--- config.mk ---
export PLATFORM = sky130hd
export DESIGN_NAME = network_bf_in_flat
export DESIGN_NICKNAME = d
export VERILOG_FILES = /design/src/rtl/network_bf_in_if.sv /design/src/rtl/network_bf_in.sv /design/src/flat_wrapper.sv
export SDC_FILE = /design/constraint.sdc
export NUM_CORES = 1
export LEC_CHECK = 0
export ABC_CLOCK_PERIOD_IN_PS = 1850
export CORE_MARGIN = 1.5
export CORE_UTILIZATION = 42
export CTS_BUF_LIST = sky130_fd_sc_hd__clkbuf_4
export DETAILED_ROUTE_END_ITERATION = 6
export GPL_TIMING_DRIVEN = 0
export PLACE_DENSITY = 0.73
export SYNTH_ARGS = -nofsm -noshare
export SYNTH_HDL_FRONTEND = slang
export SYNTH_SLANG_ARGS = --single-unit
--- constraint.sdc ---
create_clock -name clk -period 1.85 [get_ports clk]
set_input_delay 0.37 -clock clk [delete_from_list [all_inputs] [get_ports clk]]
set_output_delay 0.37 -clock clk [all_outputs]
set_load 0.05 [all_outputs]
--- src/rtl/network_bf_in_if.sv ---
// Bank-read / butterfly-operand bundle of the read-side crossbar.
// The master drives issue strobes, selects and bank data; the slave returns operands.
interface network_bf_in_if #(
    parameter int data_width = 12
);
    logic                  in_valid;
    logic [1:0]            sel_b_0;
    logic [1:0]            sel_b_1;
    logic [1:0]            sel_b_2;
    logic [1:0]            sel_b_3;
    logic [data_width-1:0] q0;
    logic [data_width-1:0] q1;
    logic [data_width-1:0] q2;
    logic [data_width-1:0] q3;
    logic [data_width-1:0] bf_0_upper;
    logic [data_width-1:0] bf_0_lower;
    logic [data_width-1:0] bf_1_upper;
    logic [data_width-1:0] bf_1_lower;
    logic                  out_valid;

    modport master (
        output in_valid, sel_b_0, sel_b_1, sel_b_2, sel_b_3, q0, q1, q2, q3,
        input  bf_0_upper, bf_0_lower, bf_1_upper, bf_1_lower, out_valid
    );

    modport slave (
        input  in_valid, sel_b_0, sel_b_1, sel_b_2, sel_b_3, q0, q1, q2, q3,
        output bf_0_upper, bf_0_lower, bf_1_upper, bf_1_lower, out_valid
    );
endinterface

--- src/rtl/network_bf_in.sv ---
// Read-side crossbar: delays bank selects by the bank read latency, routes q0..q3
// onto the butterfly operands, counts beats per stage and flags bank conflicts.
module network_bf_in #(
    parameter int data_width = 12,
    parameter int RD_LAT     = 1,
    parameter int BEATS      = 128
) (
    input  logic                     clk,
    input  logic                     rst,
    network_bf_in_if.slave           bus,
    input  logic                     clr_err,
    output logic [$clog2(BEATS)-1:0] beat_cnt,
    output logic                     stage_done,
    output logic                     conflict_err
);
    localparam int CW = $clog2(BEATS);
    localparam logic [CW-1:0] LAST_BEAT = CW'(BEATS - 1);

    logic [8:0]            dly_q [RD_LAT];
    logic [8:0]            dly_d [RD_LAT];
    logic                  tap_v;
    logic [1:0]            tap_s [4];
    logic [data_width-1:0] mux [4];
    logic                  conflict;
    logic                  last_beat;

    logic [data_width-1:0] bf_q [4];
    logic [data_width-1:0] bf_d [4];
    logic                  out_valid_q, out_valid_d;
    logic [CW-1:0]         beat_cnt_q, beat_cnt_d;
    logic                  stage_done_q, stage_done_d;
    logic                  conflict_err_q, conflict_err_d;

    // Stage 0 captures {valid, sel3..sel0}; the last stage lines up with bank data.
    always_comb begin
        dly_d[0] = {bus.in_valid, bus.sel_b_3, bus.sel_b_2, bus.sel_b_1, bus.sel_b_0};
        for (int i = 1; i < RD_LAT; i++) begin
            dly_d[i] = dly_q[i-1];
        end
    end

    always_comb begin
        tap_v = dly_q[RD_LAT-1][8];
        for (int j = 0; j < 4; j++) begin
            tap_s[j] = dly_q[RD_LAT-1][2*j +: 2];
        end
    end

    always_comb begin
        for (int j = 0; j < 4; j++) begin
            case (tap_s[j])
                2'd0:    mux[j] = bus.q0;
                2'd1:    mux[j] = bus.q1;
                2'd2:    mux[j] = bus.q2;
                default: mux[j] = bus.q3;
            endcase
        end
    end

    assign conflict = (tap_s[0] == tap_s[1]) || (tap_s[0] == tap_s[2]) ||
                      (tap_s[0] == tap_s[3]) || (tap_s[1] == tap_s[2]) ||
                      (tap_s[1] == tap_s[3]) || (tap_s[2] == tap_s[3]);

    assign last_beat = (beat_cnt_q == LAST_BEAT);

    // A conflict on a delivered beat takes priority over a same-cycle clear.
    always_comb begin
        for (int j = 0; j < 4; j++) begin
            bf_d[j] = tap_v ? mux[j] : bf_q[j];
        end
        out_valid_d  = tap_v;
        beat_cnt_d   = beat_cnt_q;
        stage_done_d = 1'b0;
        if (tap_v) begin
            beat_cnt_d   = last_beat ? '0 : beat_cnt_q + 1'b1;
            stage_done_d = last_beat;
        end
        conflict_err_d = conflict_err_q;
        if (tap_v && conflict) begin
            conflict_err_d = 1'b1;
        end else if (clr_err) begin
            conflict_err_d = 1'b0;
        end
    end

    always_ff @(posedge clk or negedge rst) begin
        if (!rst) begin
            for (int i = 0; i < RD_LAT; i++) begin
                dly_q[i] <= '0;
            end
            for (int j = 0; j < 4; j++) begin
                bf_q[j] <= '0;
            end
            out_valid_q    <= 1'b0;
            beat_cnt_q     <= '0;
            stage_done_q   <= 1'b0;
            conflict_err_q <= 1'b0;
        end else begin
            for (int i = 0; i < RD_LAT; i++) begin
                dly_q[i] <= dly_d[i];
            end
            for (int j = 0; j < 4; j++) begin
                bf_q[j] <= bf_d[j];
            end
            out_valid_q    <= out_valid_d;
            beat_cnt_q     <= beat_cnt_d;
            stage_done_q   <= stage_done_d;
            conflict_err_q <= conflict_err_d;
        end
    end

    assign bus.bf_0_upper = bf_q[0];
    assign bus.bf_0_lower = bf_q[1];
    assign bus.bf_1_upper = bf_q[2];
    assign bus.bf_1_lower = bf_q[3];
    assign bus.out_valid  = out_valid_q;
    assign beat_cnt       = beat_cnt_q;
    assign stage_done     = stage_done_q;
    assign conflict_err   = conflict_err_q;
endmodule

--- src/flat_wrapper.sv ---
// flat-port wrapper written by rule: the top's interface ports become plain ports
module network_bf_in_flat 
#(
    parameter int data_width = 12,
    parameter int RD_LAT     = 1,
    parameter int BEATS      = 128
)
  (clk, rst, clr_err, beat_cnt, stage_done, conflict_err, bus_in_valid, bus_sel_b_0, bus_sel_b_1, bus_sel_b_2, bus_sel_b_3, bus_q0, bus_q1, bus_q2, bus_q3, bus_bf_0_upper, bus_bf_0_lower, bus_bf_1_upper, bus_bf_1_lower, bus_out_valid);
  network_bf_in_if #(.data_width(data_width)) bus_i ();
  input  logic clk;
  input  logic rst;
  input  logic clr_err;
  output logic [$clog2(BEATS)-1:0] beat_cnt;
  output logic stage_done;
  output logic conflict_err;
  input wire logic [$bits(bus_i.in_valid)-1:0] bus_in_valid;
  input wire logic [$bits(bus_i.sel_b_0)-1:0] bus_sel_b_0;
  input wire logic [$bits(bus_i.sel_b_1)-1:0] bus_sel_b_1;
  input wire logic [$bits(bus_i.sel_b_2)-1:0] bus_sel_b_2;
  input wire logic [$bits(bus_i.sel_b_3)-1:0] bus_sel_b_3;
  input wire logic [$bits(bus_i.q0)-1:0] bus_q0;
  input wire logic [$bits(bus_i.q1)-1:0] bus_q1;
  input wire logic [$bits(bus_i.q2)-1:0] bus_q2;
  input wire logic [$bits(bus_i.q3)-1:0] bus_q3;
  output wire logic [$bits(bus_i.bf_0_upper)-1:0] bus_bf_0_upper;
  output wire logic [$bits(bus_i.bf_0_lower)-1:0] bus_bf_0_lower;
  output wire logic [$bits(bus_i.bf_1_upper)-1:0] bus_bf_1_upper;
  output wire logic [$bits(bus_i.bf_1_lower)-1:0] bus_bf_1_lower;
  output wire logic [$bits(bus_i.out_valid)-1:0] bus_out_valid;
  assign bus_i.in_valid = bus_in_valid;
  assign bus_i.sel_b_0 = bus_sel_b_0;
  assign bus_i.sel_b_1 = bus_sel_b_1;
  assign bus_i.sel_b_2 = bus_sel_b_2;
  assign bus_i.sel_b_3 = bus_sel_b_3;
  assign bus_i.q0 = bus_q0;
  assign bus_i.q1 = bus_q1;
  assign bus_i.q2 = bus_q2;
  assign bus_i.q3 = bus_q3;
  assign bus_bf_0_upper = bus_i.bf_0_upper;
  assign bus_bf_0_lower = bus_i.bf_0_lower;
  assign bus_bf_1_upper = bus_i.bf_1_upper;
  assign bus_bf_1_lower = bus_i.bf_1_lower;
  assign bus_out_valid = bus_i.out_valid;
  network_bf_in #(.data_width(data_width), .RD_LAT(RD_LAT), .BEATS(BEATS)) u_core (.clk(clk), .rst(rst), .bus(bus_i), .clr_err(clr_err), .beat_cnt(beat_cnt), .stage_done(stage_done), .conflict_err(conflict_err));
endmodule
## After elaboration in Yosys (flattened, before gate mapping)

Index checks and enable logic that the tools add are counted.
W data, S select, Z words.

| storage, ports and cells | value |
|---|---|
| register bits | 67 |
| bits in latches | 0 |
| RAM bits | 0 |
| ROM bits | 0 |
| input port bits | 60 |
| output and inout bits | 58 |
| memories kept | 0 |

| cells by class | value |
|---|---|
| add/sub/neg operators | 1 |
| $mul | 0 |
| divide/modulo/power cells | 0 |
| magnitude comparators | 0 |
| equal/unequal tests | 15 |
| shifts and indexed selects | 0 |
| muxes and demuxes | 8 |
| bitwise gates (word level) | 0 |
| reduce and logical (&&, ||, !) cells | 11 |

Operator list:

| cell | number |
|---|---|
| $pmux W12 S3 | 4 |
| $eq A2 B2 Y1 | 6 |
| $eq A2 B1 Y1 const B | 4 |
| $eq A2 B2 Y1 const B | 4 |
| $logic_not A2 Y1 | 4 |
| $add A7 B1 Y7 const B | 1 |
| $eq A7 B7 Y1 const B | 1 |
| $mux W7 | 1 |
| $logic_or A1 B1 Y1 | 5 |
| $mux W1 | 3 |
| $reduce_bool A2 Y1 | 1 |
| $logic_and A1 B1 Y1 | 1 |

## Logic depth before layout (Yosys ltp)

Gate-level depths: netlist of run 1.

| depth | value |
|---|---|
| word-level depth | 8 |
| depth in mapped cells | 6 |
| gate-level depth less buffers | 5 |

## Least setup slack after synthesis of run 1

No wires, ideal clock.

| timing | value |
|---|---|
| path kind | reg-to-reg |
| start point | register u_core.beat_cnt_q[0], in the netlist u_core.beat_cnt[0] |
| end point | register u_core.beat_cnt_q[0], in the netlist u_core.beat_cnt[0] |
| arrival | 1.481 ns |
| required time | 1.730 ns |
| setup slack | 0.250 ns |
| stages on the path, launching flop included | 6 |
| period minus slack after synthesis | 1.600 ns |
| cell sequence | dfrtp_1 -> ha_1 -> and3_1 -> and4_1 -> and2_1 -> nor2_1 |

| on the way | value |
|---|---|
| cells in the longest elaborated chain, start to end | 2 |
| elaborated cells on any way between the ends | 3 |
| those cells by class | 1 x add/sub; 1 x eq/ne; 1 x mux |

RTL lines:

| item | RTL line | source |
|---|---|---|
| from (decl) | network_bf_in.sv:30 | `logic [CW-1:0] beat_cnt_q, beat_cnt_d;` |
| from (signal assigned) | network_bf_in.sv:106 | `beat_cnt_q <= beat_cnt_d;` |
| $add A7 B1 Y7 / $eq A7 B7 Y1 (equally long branches) | network_bf_in.sv:75, network_bf_in.sv:64 |  |
| $mux W7 (*) | network_bf_in.sv:75 | `beat_cnt_d = last_beat ? '0 : beat_cnt_q + 1'b1;` |

Mark *: on every way between the ends. The rest lies on a longest branch, timed or not.
A chain may end at the register's enable or synchronous reset.

## Final worst setup path of run 1

| timing | value |
|---|---|
| start point | register u_core.beat_cnt_q[3], in the netlist u_core.beat_cnt[3] |
| end point | output port beat_cnt[3] |

RTL lines:

| item | RTL line | source |
|---|---|---|
| to (decl) | flat_wrapper.sv:13 | `output logic [$clog2(BEATS)-1:0] beat_cnt;` |

No word-level cell between the ends.

==> results.rst, run 1 <==
.. list-table::
   :header-rows: 1

   * - Metric
     - Value
   * - Initial DRC count
     - 79
   * - Boundary pin count
     - 118
   * - Post-synthesis cell area
     - 3948 um^2
   * - Arr. time, crit path
     - approximately 1400 ps
   * - Max IR drop VDD
     - 0.3956 mV
   * - Number of H-tree levels
     - 3
   * - Average vias per placed instance
     - about 5.6
   * - Number of instances resized during post-cts repair
     - between 50 and 60
   * - CTS clock-pin slew for the worst setup and hold paths
     - 130 ps
   * - TritonCTS clock tree
     - built
   * - Synthesized net count
     - 283
   * - Count of inserted antenna diode cells
     - 0
   * - Wire length per cell after detailed routing
     - 20.91 um
   * - # setup viols final
     - 0
   * - Slew margin rel.
     - a little over two fifths
   * - Placed inst area
     - roughly 5300 um^2
   * - Commonest non-fill, non-tap cells in the layout
     - 67 x dfrtp_1, 58 x clkdlybuf4s50_1, 58 x dlygate4sd2_1
   * - Final Instance Count excl. Fillers
     - 466
   * - Last weighted congestion value of the routability-driven placer
     - 0.7784
   * - Chain of cells forming the critical path
     - dlygate4sd2_1
   * - CTS max path bufs
     - 2
   * - Placed instance count
     - 450
   * - Initial core utilization
     - 42.93%
   * - Unrepaired setup endpoints after global routing
     - no
   * - Synthesis warning total
     - 0
   * - Clock period minus worst slack
     - 1782 ps
   * - Final clock skew
     - 16.78 ps
   * - Leakage power of the design
     - 2.335 nW
   * - CP delay by family, top
     - buffers and inverters
   * - Standard-cell row count
     - 35
   * - Initial antenna violation count
     - 0
   * - Insertion delay of the later-clocked pin in the worst-skew pair
     - 420 ps
   * - Req. time, crit path
     - 1480 ps
   * - DRC viols
     - 0
   * - Layout cells sized above 1
     - between 30% and 40%
   * - Max capacitance violation total
     - 0
   * - Grt total ovfl
     - 0
   * - Router iterations before antenna repair
     - 4
   * - Number of failing hold endpoints at the final stage
     - 0
   * - CTS sink count
     - 67
   * - Area of the multi-input gates
     - 2072 um^2
   * - Synthesized area per cell
     - ~18 um^2
   * - Slowest cell on the critical path
     - dlygate4sd2_1
   * - Most common cell after layout, fill and taps aside
     - dfrtp_1
   * - Chip Height
     - around 100 um
   * - Cts bufs inserted
     - 9
   * - Startpoint Class
     - register
   * - Overall Global Routing Usage
     - between 20% and 30%
   * - Total via count after detailed routing
     - 2616
   * - Syn-to-layout area delta
     - 34.10%
   * - Largest fanout on the critical path
     - 5
   * - Final net count
     - between 400 and 500
   * - Sort of element at the end of the critical path
     - primary output
   * - Number of distinct library cell variants in the gate-level netlist after synthesis
     - 22
   * - Residual antenna-violating net count after detailed routing
     - 0
   * - Hold Crit Class
     - input port to async pin
   * - Total power consumption of the routed design
     - 4.776 mW
   * - Status
     - finished, final reports clean
   * - Count of buffers from port buffering
     - between 100 and 150
   * - Share of the cycle needed by the critical path after routing
     - 96.35%
   * - Delay of the slowest cell on the worst path
     - 550 ps
   * - Sequential-to-total area share from yosys stat
     - 42.47%
   * - Design area
     - roughly 5300 um^2
   * - FF+latch area
     - between 1500 and 2000 um^2
   * - Number of fillers in the final layout
     - 747
   * - Critical setup path kind
     - register to primary output
   * - Worst hold slack
     - 43.19 ps
   * - Detailed Place HPWL
     - 6.746 mm
   * - DRT Wirelength
     - 9.746 mm
   * - Vias in the first global route
     - 2809
   * - P per Cell Area
     - roughly 900 nW/um^2
   * - Flop and latch count out of synthesis
     - 67
   * - Slew @ Worst Pin
     - 858.5 ps
   * - Total die area
     - approximately 10000 um^2
   * - Buffers inserted during post-CTS setup optimization
     - 0
   * - Max-slew violation count
     - 0
   * - Cell chosen for the clock root
     - clkbuf_4
   * - Global-route wire length before repair
     - 15.24 mm
   * - Area of the core
     - 9196 um^2
   * - Hold-fix buffers, CTS
     - 0
   * - Peak Freq
     - 0.5610 GHz
   * - Buf/Inv on CP
     - 1
   * - Die outline width
     - approximately 100 um
   * - Maximum number of pins on one net before global-route repair
     - 68
   * - Instance count of the mapped netlist
     - 222
[sequential cells by signal (all words and copies together), names as in the netlist]
| register | count |
|---|---|
| u_core.bus.bf_0_lower | 12 |
| u_core.beat_cnt | 7 |
| u_core.dly_q | 9 |
| u_core.stage_done | 1 |
| u_core.bus.bf_1_upper | 12 |
| u_core.bus.bf_0_upper | 12 |
| u_core.conflict_err | 1 |
| u_core.bus.out_valid | 1 |
| u_core.bus.bf_1_lower | 12 |
[where the power goes]
part | internal, mW | switching (mW)
logic | 0.781 | 1.26
registers | 1.71 | 0.179
clock network | 0.271 | 0.578
total | 2.76 | 2.02
[through the flow]
step | util, % | TNS [ps] | setup slack (ps)
after CTS | 57.56 | 0 | 53.88
after global routing | 57.56 | 0 | 2.194
after detailed placement | 57.14 | 0 | 48.50
final | 57.56 | 0 | 67.60
after global placement | 57.17 | -121670 | -1821
after floorplan | - | 0 | 249.6
[metal layers]
metal	vias up	global-route usage [%]	share of wire, %
met4	0	8.234	2.0
met3	17	3.621	4.0
met2	105	34.17	50
met1	1340	27.75	44
li1	1154	-	-
met5	-	0	0
[cells in the mapped netlist (all sizes together)]
library cell  number  area, um^2
and4               1       8.760
o22ai              3       18.77
nand2              3       11.26
nor2               2       7.510
ha                 1       12.51
a21boi             1       7.510
mux4              48        1171
xnor2              3       26.28
dfrtp             67        1677
xor2              14       122.6
nand4              1       6.260
and2               1       6.260
and3               1       6.260
buf               22       195.2
o21ai              2       10.01
o31ai              2       15.01
mux2              49       641.9
inv                1       3.750
[kinds of logic after synthesis]
kind of cell	Yosys count	share of synthesized area (%)
AO/OA/AOI/OAI	8	1.300
XOR/XNOR	17	3.772
adder cells (fa/ha/maj)	1	0.3169
buffers and inverters	23	5.040
flip-flops	67	42.47
multiplexers	97	45.93
AND/OR/NAND/NOR	9	1.173
[final cells by class]
class	instances	share of cell area, %
clock buffer	9	1.276
multi-input combinational	132	39.14
inverter	1	0.07091
timing repair buffer	117	20.70
tap	111	2.623
buffer	22	3.687
sequential	67	31.67
clock inverter	7	0.8272
[worst paths after layout]
check / start / endpoint / depth (start not counted) / slack, ps
worst max-delay path: u_core.beat_cnt[3]$_DFFE_PN0P_ / beat_cnt[3] / 1 / 70
worst min-delay path: rst / u_core.beat_cnt[5]$_DFFE_PN0P_ / 1 / 40
worst max register to register: u_core.dly_q[1]$_DFF_PN0_ / u_core.conflict_err$_DFFE_PN0P_ / 6 / 180
worst min register to register: u_core.dly_q[8]$_DFF_PN0_ / u_core.bus.out_valid$_DFF_PN0_ / 0 / 380
max in group asynchronous: rst / u_core.bus.bf_1_lower[1]$_DFFE_PN0P_ / 1 / 1230
min in group clk: bus_in_valid / u_core.dly_q[8]$_DFF_PN0_ / 1 / 370
Power figures use the tool's default switching activity.
==> inputs of run 2 (changes only) <==
- GPL_TIMING_DRIVEN: 0 -> default
==> results.rst, run 2 (synthesized netlist as in run 1, its figures left out) <==
.. list-table::
   :header-rows: 1

   * - Metric
     - Value
   * - Status
     - finished, final reports clean (unchanged)
   * - Net Sw Frac
     - 38.22% (was 42.24%)
   * - Critical setup path kind
     - register to primary output (unchanged)
   * - Largest fanout on the critical path
     - 2 (was 5)
   * - Arr. time, crit path
     - 1330 ps (was 1410 ps)
   * - Slew margin rel.
     - 67.41% (was 42.76%)
   * - Area of the core
     - 9196 um^2 (unchanged)
   * - Count of inserted antenna diode cells
     - 0 (unchanged)
   * - Critical path depth
     - 1 (unchanged)
   * - Leakage power of the design
     - 2.314 nW (was 2.335 nW)
   * - Insertion delay of the later-clocked pin in the worst-skew pair
     - 430 ps (was 420 ps)
   * - Req. time, crit path
     - 1480 ps (about the same)
   * - Average vias per placed instance
     - 5.619 (was 5.614)
   * - Startpoint Class
     - register (unchanged)
   * - Die outline width
     - 99.95 um (unchanged)
   * - Slack of the worst reg-to-reg path
     - 200 ps (was 180 ps)
   * - DRC viols
     - 0 (unchanged)
   * - Chip Height
     - 99.95 um (unchanged)
   * - CP delay by family, top
     - buffers and inverters (unchanged)
   * - Fin Setup TNS
     - 0 ps (unchanged)
   * - Max capacitance violation total
     - 0 (unchanged)
   * - Standard-cell row count
     - 35 (unchanged)
   * - Vias in the first global route
     - 2582 (was 2809)
   * - Chain of cells forming the critical path
     - dlygate4sd2_1 (unchanged)
   * - Hold Crit Class
     - input port to register (was input port to async pin)
   * - Final clock skew
     - 21.42 ps (was 16.78 ps)
   * - Met3 routing resource usage after global routing
     - 4.178% (was 3.621%)
   * - # setup viols final
     - 0 (unchanged)
   * - Number of failing hold endpoints at the final stage
     - 0 (unchanged)
   * - Peak Freq
     - 0.5899 GHz (was 0.5610 GHz)
   * - Initial DRC count
     - 52 (was 79)
   * - TritonCTS clock tree
     - built (unchanged)
   * - Residual antenna-violating net count after detailed routing
     - 0 (unchanged)
   * - Max-slew violation count
     - 0 (unchanged)
   * - Initial antenna violation count
     - 0 (unchanged)
   * - Initial core utilization
     - 42.93% (unchanged)
   * - CTS max path bufs
     - 2 (unchanged)
   * - Design area
     - 5278 um^2 (was 5294 um^2)
   * - Count of buffers from port buffering
     - 117 (unchanged)
   * - Overall Global Routing Usage
     - 18.61% (was 20.82%)
   * - DRT Wirelength
     - 8.945 mm (was 9.746 mm)
   * - Cell chosen for the clock root
     - clkbuf_4 (unchanged)
   * - Number of cells on the worst reg-to-reg path
     - 3 (was 6)
   * - Launch point of the worst reg-to-reg path
     - u_core.dly_q[0]$_DFF_PN0_ (was u_core.dly_q[1]$_DFF_PN0_)
   * - Met1 capacity usage during global routing
     - 24.26% (was 27.75%)
   * - Maximum number of pins on one net before global-route repair
     - 68 (unchanged)
   * - CTS sink count
     - 67 (unchanged)
   * - P per Cell Area
     - 992.2 nW/um^2 (was 902.2 nW/um^2)
   * - Commonest non-fill, non-tap cells in the layout
     - 66 x dfrtp_1, 58 x clkdlybuf4s50_1, 56 x buf_4 (was 67 x dfrtp_1, 58 x clkdlybuf4s50_1, 58 x dlygate4sd2_1)
   * - Total power consumption of the routed design
     - 5.236 mW (was 4.776 mW)
   * - Cts bufs inserted
     - 9 (unchanged)
   * - Total die area
     - 9989 um^2 (unchanged)
   * - Global-route wire length before repair
     - 13.89 mm (was 15.24 mm)
   * - Number of fillers in the final layout
     - 759 (was 747)
   * - Sequential group share of total power
     - 36.3% (was 39.5%)
   * - Final net count
     - 404 (was 411)
   * - Most common cell after layout, fill and taps aside
     - dfrtp_1 (unchanged)
   * - Slowest cell on the critical path
     - dlygate4sd2_1 (unchanged)
   * - Internal Dissipation
     - 3.235 mW (was 2.759 mW)
   * - Proportion of power drawn by combinational gates
     - 39.7% (was 42.7%)
   * - Wire length per cell after detailed routing
     - 19.49 um (was 20.91 um)
   * - Grt total ovfl
     - 0 (unchanged)
   * - FF+latch area
     - 1678 um^2 (was 1677 um^2)
   * - Number of H-tree levels
     - 3 (unchanged)
   * - Max IR drop VDD
     - 0.4967 mV (was 0.3956 mV)
   * - Syn-to-layout area delta
     - 33.69% (was 34.10%)
   * - Critical Path Start
     - u_core.bus.bf_1_lower[9]$_DFFE_PN0P_ (was u_core.beat_cnt[3]$_DFFE_PN0P_)
   * - End of the worst register-to-register path
     - u_core.bus.bf_0_upper[11]$_DFFE_PN0P_ (was u_core.conflict_err$_DFFE_PN0P_)
   * - Power dissipated by switching net loads
     - 2.001 mW (was 2.017 mW)
   * - Final standard cell utilization of the core
     - 57.39% (was 57.56%)
   * - Clock power frac
     - 24.0% (was 17.8%)
   * - Total via count after detailed routing
     - 2579 (was 2616)
   * - Capture point of the critical path
     - bus_bf_1_lower[9] (was beat_cnt[3])
   * - GRT Max-Usage Layer
     - met2 (unchanged)
   * - CTS clock-pin slew for the worst setup and hold paths
     - 130 ps (about the same)
   * - Detailed Place HPWL
     - 6.155 mm (was 6.746 mm)
   * - Area of the multi-input gates
     - 2072 um^2 (unchanged)
   * - Placed inst area
     - 5099 um^2 (was 5255 um^2)
   * - Layout cells sized above 1
     - 43.10% (was 31.27%)
   * - Delay of the slowest cell on the worst path
     - 530 ps (was 550 ps)
   * - Slew @ Worst Pin
     - 490.8 ps (was 858.5 ps)
   * - Sort of element at the end of the critical path
     - primary output (unchanged)
   * - Share of the cycle needed by the critical path after routing
     - 91.64% (was 96.35%)
   * - Global routing met2 resource utilization
     - 29.93% (was 34.17%)
   * - Clock period minus worst slack
     - 1695 ps (was 1782 ps)
   * - Router iterations before antenna repair
     - 4 (unchanged)
   * - Boundary pin count
     - 118 (unchanged)
   * - Unrepaired setup endpoints after global routing
     - no (unchanged)
   * - Last weighted congestion value of the routability-driven placer
     - 0.7509 (was 0.7784)
   * - Buf/Inv on CP
     - 1 (unchanged)
==> run 2: worst min-delay path by stage <==
stage          cells past startpoint                        endpoint            from
3_5_place_dp                       2  u_core.beat_cnt[5]$_DFFE_PN0P_             rst
6_report                           1       u_core.dly_q[0]$_DFF_PN0_  bus_sel_b_0[0]
3_3_place_gp                       2  u_core.beat_cnt[5]$_DFFE_PN0P_             rst
2_1_floorplan                      0  u_core.beat_cnt[0]$_DFFE_PN0P_             rst
5_1_grt                            1       u_core.dly_q[6]$_DFF_PN0_  bus_sel_b_3[0]
4_1_cts                            1       u_core.dly_q[0]$_DFF_PN0_  bus_sel_b_0[0]
==> run 2: stage by stage <==
| stage | instances | setup slack [ps] | hold WS (ps) |
|---|---|---|---|
| detailed placement | 442 | 82.19 | 415.7 |
| floorplan | 222 | 249.6 | 74.41 |
| global route | 459 | 80.78 | 336.8 |
| finish | 459 | 154.7 | 359.3 |
| global placement | 442 | 118.5 | 415.1 |
| CTS | 459 | 126.4 | 343.3 |
==> run 2: metal layers <==
layer / routed length (um) / vias up / share of wire, %
met5: 0 / - / 0
met4: 204 / 0 / 2.3
li1: - / 1138 / -
met2: 4440 / 83 / 50
met3: 436 / 15 / 4.9
met1: 3863 / 1343 / 43
==> run 2: final cells by class <==
cell class | instances | share of cell area [%]
multi-input combinational | 132 | 39.26
sequential | 67 | 31.79
timing repair buffer | 132 | 22.76
tap | 111 | 2.632
clock inverter | 7 | 2.205
clock buffer | 9 | 1.280
inverter | 1 | 0.07112
==> run 2: power groups by stage <==
stage / combinational [mW] / clock (mW) / sequential, mW
3_5_place_dp: 2.12 / 0 / 1.93
3_3_place_gp: 2.10 / 0 / 1.93
4_1_cts: 2.10 / 1.28 / 1.90
6_report: 2.08 / 1.26 / 1.90
5_1_grt: 2.18 / 1.34 / 1.93
2_1_floorplan: 0.615 / 0 / 2.72
==> run 2: repair_timing <==
action                                 4_1_cts  5_1_grt
endpoints found under the hold margin       67        0
hold buffers                                 1        0
setup endpoints to repair                   12        0
buffers inserted                             0        0
gates resized for setup                     12        0
==> inputs of run 3 (changes only) <==
- CORE_UTILIZATION: 42 -> 49
- PLACE_DENSITY: 0.73 -> 0.83
==> results.rst, run 3 (synthesized netlist as in run 1, its figures left out) <==
.. list-table::
   :header-rows: 1

   * - Metric
     - Value
   * - Status
     - finished, final reports clean (unchanged)
   * - Clock period minus worst slack
     - 1680 ps (was 1695 ps)
   * - Insertion delay of the later-clocked pin in the worst-skew pair
     - 400 ps (was 430 ps)
   * - Number of H-tree levels
     - 3 (unchanged)
   * - Sequential group share of total power
     - 39.6% (was 36.3%)
   * - Req. time, crit path
     - 2140 ps (was 1480 ps)
   * - Arr. time, crit path
     - 1970 ps (was 1330 ps)
   * - Power dissipated by switching net loads
     - 1.957 mW (was 2.001 mW)
   * - Router iterations before antenna repair
     - 6 (was 4)
   * - Buffers inserted during post-CTS setup optimization
     - 0 (unchanged)
   * - Met3 WL
     - 459 um (was 436 um)
   * - Largest fanout on the critical path
     - 13 (was 2)
   * - Count of inserted antenna diode cells
     - 0 (unchanged)
   * - Slew @ Worst Pin
     - 494.5 ps (was 490.8 ps)
   * - Hold Crit Class
     - input port to register (unchanged)
   * - Proportion of power drawn by combinational gates
     - 43.4% (was 39.7%)
   * - Sort of element at the end of the critical path
     - register (was primary output)
   * - Leakage power of the design
     - 2.293 nW (was 2.314 nW)
   * - Vias in the first global route
     - 2663 (was 2582)
   * - Initial DRC count
     - 82 (was 52)
   * - Final net count
     - 405 (was 404)
   * - Max capacitance violation total
     - 0 (unchanged)
   * - Internal Dissipation
     - 2.872 mW (was 3.235 mW)
   * - Startpoint Class
     - register (unchanged)
   * - Wire length per cell after detailed routing
     - 19.69 um (was 19.49 um)
   * - Residual antenna-violating net count after detailed routing
     - 0 (unchanged)
   * - Initial core utilization
     - 50.82% (was 42.93%)
   * - Net Sw Frac
     - 40.53% (was 38.22%)
   * - P per Cell Area
     - 927.2 nW/um^2 (was 992.2 nW/um^2)
   * - Last weighted congestion value of the routability-driven placer
     - 0.7945 (was 0.7509)
   * - TritonCTS clock tree
     - built (unchanged)
   * - Max-slew violation count
     - 0 (unchanged)
   * - Unrepaired setup endpoints after global routing
     - no (unchanged)
   * - Overall Global Routing Usage
     - 22.36% (was 18.61%)
   * - Commonest non-fill, non-tap cells in the layout
     - 66 x dfrtp_1, 58 x clkdlybuf4s50_1, 58 x buf_4 (was 66 x dfrtp_1, 58 x clkdlybuf4s50_1, 56 x buf_4)
   * - Total die area
     - 8603 um^2 (was 9989 um^2)
   * - Average vias per placed instance
     - 5.683 (was 5.619)
   * - Number of failing hold endpoints at the final stage
     - 0 (unchanged)
   * - Slew margin rel.
     - 67.16% (was 67.41%)
   * - Detailed Place HPWL
     - 6.532 mm (was 6.155 mm)
   * - Final clock skew
     - 11.76 ps (was 21.42 ps)
   * - Peak Freq
     - 0.5952 GHz (was 0.5899 GHz)
   * - Maximum number of pins on one net before global-route repair
     - 35 (was 68)
   * - Cell chosen for the clock root
     - clkbuf_4 (unchanged)
   * - Boundary pin count
     - 118 (unchanged)
   * - Count of buffers from port buffering
     - 117 (unchanged)
   * - Total via count after detailed routing
     - 2563 (was 2579)
   * - Die outline width
     - 92.76 um (was 99.95 um)
   * - Layout cells sized above 1
     - 43.84% (was 43.10%)
   * - Critical setup path kind
     - register to register (was register to primary output)
   * - Standard-cell row count
     - 32 (was 35)
   * - Max IR drop VDD
     - 0.3571 mV (was 0.4967 mV)
   * - CTS clock-pin slew for the worst setup and hold paths
     - 110 ps (was 130 ps)
   * - Global-route wire length before repair
     - 14.34 mm (was 13.89 mm)
   * - Area of the core
     - 7767 um^2 (was 9196 um^2)
   * - Cts bufs inserted
     - 9 (unchanged)
   * - # setup viols final
     - 0 (unchanged)
   * - Met2 routed wirelength
     - 4.620 mm (was 4.440 mm)
   * - CTS sink count
     - 67 (unchanged)
   * - Initial antenna violation count
     - 0 (unchanged)
   * - Total power consumption of the routed design
     - 4.830 mW (was 5.236 mW)
   * - DRT Wirelength
     - 8.878 mm (was 8.945 mm)
   * - Grt total ovfl
     - 0 (unchanged)
   * - Share of the cycle needed by the critical path after routing
     - 90.82% (was 91.64%)
   * - Most common cell after layout, fill and taps aside
     - dfrtp_1 (unchanged)
   * - CTS max path bufs
     - 2 (unchanged)
   * - Syn-to-layout area delta
     - 31.95% (was 33.69%)
   * - Fin Setup TNS
     - 0 ps (unchanged)
   * - Clock power frac
     - 17.0% (was 24.0%)
   * - Wire length on met1
     - 3.667 mm (was 3.863 mm)
   * - Highest routed metal layer
     - met4 (unchanged)
   * - DRC viols
     - 0 (unchanged)
   * - Chip Height
     - 92.76 um (was 99.95 um)
## run 3: cell count changes in the layout (fill, tap and decap cells not counted)
cell / change
buf_12: +1
buf_4: +2
bufinv_16: -3
clkbuf_4: +3
clkinv_2: +2
clkinv_4: -2
dlygate4sd2_1: -2
## run 3: timing repair
action | CTS | global route
hold buffers | 1 | 0
endpoints found under the hold margin | 46 | 0
setup endpoints to repair | 10 | 0
resized for setup | 10 | 0
## run 3: power groups by stage
stage               combinational, mW  sequential [mW]  clock, mW
CTS                              2.11             1.91      0.854
global route                     2.19             1.95      0.923
finish                           2.10             1.91      0.823
global placement                 2.09             1.93          0
floorplan                       0.615             2.72          0
detailed placement               2.13             1.94          0
## run 3: final cells by class
class,instances,area (um^2)
clock buffers,12,90.09
clock inverters,4,18.77
fillers,579,2559
inverters,1,3.754
multi-input cells,132,2072
flip-flops and latches,67,1678
well taps,102,127.6
repair buffers,133,1219
## run 3: stage by stage
| stage | utilization [%] | instances | worst slack (ps) | cell area, um^2 | hold WS, ps |
|---|---|---|---|---|---|
| floorplan | - | 222 | 249.6 | 3948 | 74.41 |
| global placement | 65.69 | 434 | 120.1 | 5102 | 427.5 |
| detailed placement | 65.69 | 434 | 80.37 | 5102 | 431.5 |
| CTS | 67.06 | 451 | 143.5 | 5209 | 369.3 |
| global route | 67.06 | 451 | 102.6 | 5209 | 362.6 |
| finish | 67.06 | 451 | 169.8 | 5209 | 391.6 |
## run 3: worst paths after layout
check	cells after the start	from	slack [ps]	end
max in group asynchronous	3	rst	1000	u_core.dly_q[2]$_DFF_PN0_
worst max register to register	3	u_core.dly_q[2]$_DFF_PN0_	170	u_core.bus.bf_0_lower[1]$_DFFE_PN0P_
worst min-delay path	1	bus_sel_b_2[0]	390	u_core.dly_q[4]$_DFF_PN0_
worst min register to register	1	u_core.bus.bf_0_upper[11]$_DFFE_PN0P_	520	u_core.bus.bf_0_upper[11]$_DFFE_PN0P_
min in group asynchronous	3	rst	510	u_core.bus.bf_1_lower[5]$_DFFE_PN0P_
worst max-delay path	3	u_core.dly_q[2]$_DFF_PN0_	170	u_core.bus.bf_0_lower[1]$_DFFE_PN0P_
## run 3: layer usage
layer | global-route usage [%] | vias to the layer above
met5 | 0 | -
met1 | 29.57 | 1313
met4 | 7.323 | 0
met2 | 37.13 | 97
met3 | 4.598 | 13
li1 | - | 1140
## run 3: worst max-delay path, stage by stage (launching register included)
cell and delay [ps]:
dfrtp_1 510, buf_12 210, mux4_1 570, mux2_2 290
